`src/rtl/branch_feedback_queue.sv`:
```
// Branch feedback queue: buffers resolved branches from EX toward the
// predictor update port and keeps branch/mispredict/drop statistics.
module branch_feedback_queue #(
  parameter int DEPTH      = 4,
  parameter int ADDR_WIDTH = 32,
  parameter int CNT_WIDTH  = 32
) (
  input  logic                         clk,
  input  logic                         rst,
  input  logic                         i_res_valid,
  input  logic [ADDR_WIDTH-1:0]        i_res_pc,
  input  logic                         i_res_prediction,
  input  logic                         i_res_outcome,
  output logic                         o_fb_valid,
  output logic [ADDR_WIDTH-1:0]        o_fb_pc,
  output logic                         o_fb_prediction,
  output logic                         o_fb_outcome,
  input  logic                         i_fb_ready,
  output logic [$clog2(DEPTH+1)-1:0]   o_occupancy,
  output logic                         o_full,
  output logic [CNT_WIDTH-1:0]         o_branch_cnt,
  output logic [CNT_WIDTH-1:0]         o_mispred_cnt,
  output logic [15:0]                  o_drop_cnt
);

  localparam int OCC_W = $clog2(DEPTH + 1);
  localparam int PTR_W = $clog2(DEPTH);

  typedef struct packed {
    logic [ADDR_WIDTH-1:0] pc;
    logic                  pred;
    logic                  outc;
  } entry_t;

  entry_t                 mem_q [DEPTH];
  entry_t                 head;
  logic [PTR_W-1:0]       wr_ptr_q, wr_ptr_d;
  logic [PTR_W-1:0]       rd_ptr_q, rd_ptr_d;
  logic [OCC_W-1:0]       occ_q, occ_d;
  logic                   full_q, full_d;
  logic [CNT_WIDTH-1:0]   branch_q, branch_d;
  logic [CNT_WIDTH-1:0]   mispred_q, mispred_d;
  logic [15:0]            drop_q, drop_d;
  logic                   not_empty;
  logic                   push;
  logic                   pop;

  assign not_empty = (occ_q != '0);
  assign pop       = not_empty & i_fb_ready;
  assign push      = i_res_valid & (~full_q | pop);

  // Next-state for pointers, occupancy and statistics counters
  always_comb begin
    wr_ptr_d  = wr_ptr_q;
    rd_ptr_d  = rd_ptr_q;
    occ_d     = occ_q;
    branch_d  = branch_q;
    mispred_d = mispred_q;
    drop_d    = drop_q;
    if (push) begin
      wr_ptr_d = (wr_ptr_q == PTR_W'(DEPTH - 1)) ? '0 : wr_ptr_q + 1'b1;
    end
    if (pop) begin
      rd_ptr_d = (rd_ptr_q == PTR_W'(DEPTH - 1)) ? '0 : rd_ptr_q + 1'b1;
    end
    if (push && !pop) begin
      occ_d = occ_q + 1'b1;
    end else if (pop && !push) begin
      occ_d = occ_q - 1'b1;
    end
    if (i_res_valid) begin
      branch_d = branch_q + 1'b1;
      if (i_res_prediction != i_res_outcome) begin
        mispred_d = mispred_q + 1'b1;
      end
      if (!push && drop_q != 16'hFFFF) begin
        drop_d = drop_q + 1'b1;
      end
    end
    full_d = (occ_d == OCC_W'(DEPTH));
  end

  // Control and counter state, cleared asynchronously
  always_ff @(posedge clk or posedge rst) begin
    if (rst) begin
      wr_ptr_q  <= '0;
      rd_ptr_q  <= '0;
      occ_q     <= '0;
      full_q    <= 1'b0;
      branch_q  <= '0;
      mispred_q <= '0;
      drop_q    <= '0;
    end else begin
      wr_ptr_q  <= wr_ptr_d;
      rd_ptr_q  <= rd_ptr_d;
      occ_q     <= occ_d;
      full_q    <= full_d;
      branch_q  <= branch_d;
      mispred_q <= mispred_d;
      drop_q    <= drop_d;
    end
  end

  // Entry storage; contents are don't-care while not valid
  always_ff @(posedge clk) begin
    if (push) begin
      mem_q[wr_ptr_q] <= '{pc: i_res_pc, pred: i_res_prediction,
                           outc: i_res_outcome};
    end
  end

  assign head            = mem_q[rd_ptr_q];
  assign o_fb_valid      = not_empty;
  assign o_fb_pc         = not_empty ? head.pc : '0;
  assign o_fb_prediction = not_empty & head.pred;
  assign o_fb_outcome    = not_empty & head.outc;
  assign o_occupancy     = occ_q;
  assign o_full          = full_q;
  assign o_branch_cnt    = branch_q;
  assign o_mispred_cnt   = mispred_q;
  assign o_drop_cnt      = drop_q;

endmodule

```
`config.mk`:
```
export PLATFORM = sky130hd
export DESIGN_NAME = branch_feedback_queue
export DESIGN_NICKNAME = d
export VERILOG_FILES = /design/src/rtl/branch_feedback_queue.sv
export SDC_FILE = /design/constraint.sdc
export NUM_CORES = 1
export LEC_CHECK = 0
export ABC_AREA = 1
export CORE_AREA = 2 2 189 228
export DETAILED_ROUTE_END_ITERATION = 8
export DIE_AREA = 0 0 191 230
export GPL_TIMING_DRIVEN = 0
export PLACE_DENSITY = 0.54
export REMOVE_ABC_BUFFERS = 1
export SLEW_MARGIN = 20
export SYNTH_ARGS = -nofsm -noshare
export SYNTH_HDL_FRONTEND = slang
export SYNTH_SLANG_ARGS = --single-unit
export TNS_END_PERCENT = 100
```
`constraint.sdc`:
```
create_clock -name clk -period 7.37 [get_ports clk]
set_clock_uncertainty 0.05 [all_clocks]
set_input_delay 0.737 -clock clk [delete_from_list [all_inputs] [get_ports clk]]
set_output_delay 0.737 -clock clk [all_outputs]
set_load 0.01 [all_outputs]
```
-- After elaboration in Yosys (flattened, before gate mapping)
Memories as Yosys holds them, arrays and structs flattened.
Cells that the tools add are included.
- register bits: 88
- bits in writable memories: 136
- word-level logic and storage cells: 41
- memories kept: 1
- memories (memory ; depth ; bits a word ; rd ports ; clocked after Yosys merged registers in ; write ports ; RTL line ; source):
    mem_q ; 4 ; 34 ; 1 ; 0 ; 1 ; 35 ; entry_t mem_q [DEPTH];
- add/sub/neg operators: 7
- eq/ne operators: 5
- multiplexer cells: 7
- bitwise operators: 6
- reduce and logical (&&, ||, !) cells: 8
- operator list (operator ; count):
    adder 32 x 1 -> 32 bit (second input constant) ; 2
    two-way mux 32 bit ; 1
    adder 16 x 1 -> 16 bit (second input constant) ; 1
    != test 16 bit (second input constant) ; 1
    two-way mux 3 bit ; 2
    adder 2 x 1 -> 2 bit (second input constant) ; 2
    AND 1 bit ; 4
    equality test 2 bit (second input constant) ; 2
    two-way mux 2 bit ; 2
    AND reduction 2 bit ; 2
    adder 3 x 1 -> 3 bit (second input constant) ; 1
    equality test 3 bit (second input constant) ; 1
    logical AND 1 bit ; 3
    nonzero test 3 bit ; 1
    subtractor 3 x 1 -> 3 bit (second input constant) ; 1
    zero test 1 bit ; 2
    two-way mux 1 bit ; 2
    != test 1 bit ; 1
    inverter 1 bit ; 1
    OR 1 bit ; 1

-- Logic depth before layout (Yosys ltp)
- depth in word-level cells: 9
- gate-level depth with buffers: 11

-- Worst setup path before layout
No wires, ideal clock.
- path type: reg-to-reg
- start point: reg occ_q[0] (netlist: o_occupancy[0])
- end point: mem mem_q[0][0] in the netlist's numbering, enable pin
- data arrival time: 2.704 ns
- required time: 6.895 ns
- slack: 4.191 ns
- stages on the path, launching flop included: 8
- buffers on the path: 0
- clock period less this slack: 3.179 ns
- cells stage by stage: dfrtp_1 > inv_1 > ha_1 > nand2_4 > nand2_2 > a21oi_1 > inv_1 > nor2_1
- longest elaborated chain between the ends: 6
- RTL lines (what ; RTL line ; source):
    start, declared ; 39 ; logic [OCC_W-1:0] occ_q, occ_d;
    start signal, assigned ; 88 ; occ_q <= '0;
    start signal, assigned ; 96 ; occ_q <= occ_d;
    nonzero test 3 bit ; 48 ; assign not_empty = (occ_q != '0);
    net o_fb_valid ; 14 ; output logic o_fb_valid,
    AND 1 bit ; 49 ; assign pop = not_empty & i_fb_ready;
    OR 1 bit ; 50 ; assign push = i_res_valid & (~full_q | pop);
    AND 1 bit ; 50 ;
    two-way mux 1 bit ; 106 ; if (push) begin
    two-way mux 1 bit (not written as such) ; 107 ; mem_q[wr_ptr_q] <= '{pc: i_res_pc, pred: i_res_prediction,
    end, declared ; 35 ;
The timed path passes the listed nets, and every way through them passes these cells.

-- Worst setup path in the final report
- start point: reg rd_ptr_q[1]
- end point: out o_fb_outcome
- longest elaborated chain between the ends: 2
- RTL lines (what ; RTL line ; source):
    start, declared ; 38 ; logic [PTR_W-1:0] rd_ptr_q, rd_ptr_d;
    start signal, assigned ; 95 ; rd_ptr_q <= rd_ptr_d;
    memory read (4 x 34 bit) ; n/a ;
    AND 1 bit ; 116 ; assign o_fb_outcome = not_empty & head.outc;
    end, declared ; 17 ; output logic o_fb_outcome,
Every way passes these cells.

==> flow_summary.ini <==
[cts]
post-cts-setup-buffer-count = 0
cts_sinks = 224
cts.repair.resized = 0
cts_tree = built
clkTransAtPathRegs_ns = 0.06
cts_buffers = 26
root_buffer = clkbuf_16
clkLatencyLatePin_ns = 0.53
ctsHoldBuffers = 0
cts_buffer_depth = 3
cts-htree-levels = 1

[placed_design]
post-place-ws_ns = 3.49
gp_congestion = 0.822
dpl.hpwl_um = 18200
portBuffers = 156

[logic_synthesis]
post-synth-top-area-fraction = 0.394
syn_inst = 1094
syn_area_per_cell_um2 = 9.47
syn_area_mm2 = 0.0104
synthArstFlopShare = 0.393
yosysWarningCount = 0
ys_top_cells_by_area = edfxtp_1, dfrtp_1, nand2_1, nor2_1, o21ai_0
synth_edf_count = 136
synth_cell_types = 33
yosysTopAreaCell = edfxtp_1
synth-seq-cells = 224
synth_flop_cell = edfxtp_1
seq_area_frac_synth = 0.607

[floorplan]
die_h_um = 230
die_w_um = 191
core_area_mm2 = 0.0416
die_area_mm2 = 0.0439
fp-row-count = 82
ios = 157
start_util = 0.249

[setup_path]
worst_setup_path_end_kind = primary output
crit_type = flip-flop to primary output
r2r_slack_ns = 4.69
rr_startpoint = o_occupancy[0]
setup.worst_path.start_class = flip-flop
cp-startpoint = rd_ptr_q[1]
required_ns = 6.58
cp.arrival_ns = 3.10
crit_fanout = 35

[global_route]
gr-total-overflow = 0
grt_max_degree = 70
grt_usage = 0.125
antenna_found_initial = 0
grt_pass1_vias = 7760
grt_pass1_wl_um = 43700

[sta]
setup_tns_ns = 0
max_freq_mhz = 257
slew_viol_final = 0
fin_ws_ns = 3.48
tightestPinTransition_ns = 0.674
maxSlewHeadroom = 0.550
rsz0062_at_grt = no
min_period_ns = 3.89
finalSetupViolCount = 0
fin_crit_sh = 0.528
finalHoldViolations = 0

[layout]
n_antenna_cell = 0
final_layout_size_suffix_gt1_frac = 0.0682
fin_nets = 1305
regArea_mm2 = 0.00629
fillCellCount = 4235
area_growth_syn_to_layout_pct = 31.0
multi_input_area_mm2 = 0.00364
most-common-layout-cells = nand2_1, nor2_1, clkdlybuf4s50_1, edfxtp_1, dfrtp_1
final_common_cell = nand2_1

[min_path]
hp-class = flip-flop to flip-flop
hold_start = o_branch_cnt[29]

[detailed_routing]
routed_via_density = 4.32
ant_nets = 0
drt-wirelength-per-cell_um = 15.1
routed_wl_um = 27400
drc = 0
drtIter0Drc = 343
vias = 7863
dr.pass1.iters = 5

[power]
power_density_mw_per_mm2 = 336
ir_drop_mv = 0.209
p_leak_nw = 5.16

[job]
max_cap_viol_count = 0

[outcome]
status = finished clean
Yosys cell counts, types with 2 or more instances:
| master | number |
|---|---|
| nor2_1 | 227 |
| dfrtp_1 | 88 |
| nor3_2 | 3 |
| o21ai_0 | 81 |
| nand4_1 | 12 |
| xor2_1 | 24 |
| buf_2 | 11 |
| nand2_2 | 6 |
| ha_1 | 11 |
| inv_2 | 4 |
| nand3_2 | 4 |
| nand2_1 | 256 |
| a21oi_1 | 35 |
| nor3_1 | 8 |
| nand3_1 | 42 |
| buf_6 | 3 |
| o21ai_1 | 2 |
| clkbuf_1 | 14 |
| inv_1 | 72 |
| nor2_4 | 6 |
| nand2_4 | 3 |
| nand3b_1 | 4 |
| xnor2_1 | 28 |
| edfxtp_1 | 136 |
| nor2_2 | 4 |
| clkinv_1 | 3 |
final cells by class:
| cell class | count | area share |
|---|---|---|
| clock buffers | 32 | 0.0512 |
| well taps | 546 | 0.0504 |
| inverters | 80 | 0.0231 |
| repair buffers | 164 | 0.129 |
| clock inverters | 15 | 0.0137 |
| multi-input cells | 760 | 0.269 |
| flip-flops and latches | 224 | 0.464 |
logic make-up (layout without fill, tap and decap cells):
group | count (synthesis) | after routing | synth area share
AO/OA/AOI/OAI | 119 | 119 | 0.0578
adder cells (fa/ha/maj) | 11 | 11 | 0.0133
XOR/XNOR | 52 | 52 | 0.0440
flip-flops | 224 | 224 | 0.607
buffers and inverters | 110 | 291 | 0.0441
AND/OR/NAND/NOR | 578 | 578 | 0.234
registers in the layout, summed over array words and instances (netlist names):
| register | flops |
|---|---|
| o_branch_cnt | 32 |
| rd_ptr_q | 2 |
| o_occupancy | 3 |
| o_mispred_cnt | 32 |
| o_full | 1 |
| wr_ptr_q | 2 |
| o_drop_cnt | 16 |
| mem_q | 136 |
critical path: stages (launching register included):
cell and delay, ns:
dfrtp_2 0.58, buf_12 0.24, clkinv_2 0.55, nor2_1 0.24
o21ai_0 0.11, a21oi_1 0.16, clkdlybuf4s50_1 0.68
per-stage QoR:
stage / util / instance area [µm²] / cells / hold WS [ns] / power [mW]
2_1_floorplan: - / 10200 / 1064 / 0.472 / 2.44
3_3_place_gp: 0.300 / 12400 / 1766 / 0.447 / 3.22
5_1_grt: 0.326 / 13600 / 1821 / 0.475 / 4.86
6_report: 0.326 / 13600 / 1821 / 0.458 / 4.56
4_1_cts: 0.326 / 13600 / 1821 / 0.457 / 4.65
3_5_place_dp: 0.305 / 12700 / 1774 / 0.441 / 3.29
per-layer routing:
layer,wire [µm],track usage,up-vias
met3,1780,0.0317,29
met1,11700,0.152,3749
met2,13600,0.221,177
met5,0,0,-
met4,377,0.0271,0
li1,-,-,3908
worst paths after layout:
check	end	depth (start not counted)
setup / recovery	o_fb_outcome	6
hold / removal	o_branch_cnt[29]	2
setup reg to reg	mem_q[1][12]	8
hold reg to reg	o_branch_cnt[29]	2
max in group asynchronous	rd_ptr_q[0]	3
min in group asynchronous	o_branch_cnt[31]	2
power by group:
group          internal, mW  total [mW]  switching [mW]
Clock                 0.809        1.33           0.519
Sequential             1.56        1.71           0.149
Combinational         0.670        1.52           0.849
Total                  3.04        4.56            1.52
Power figures use the tool's default switching activity.
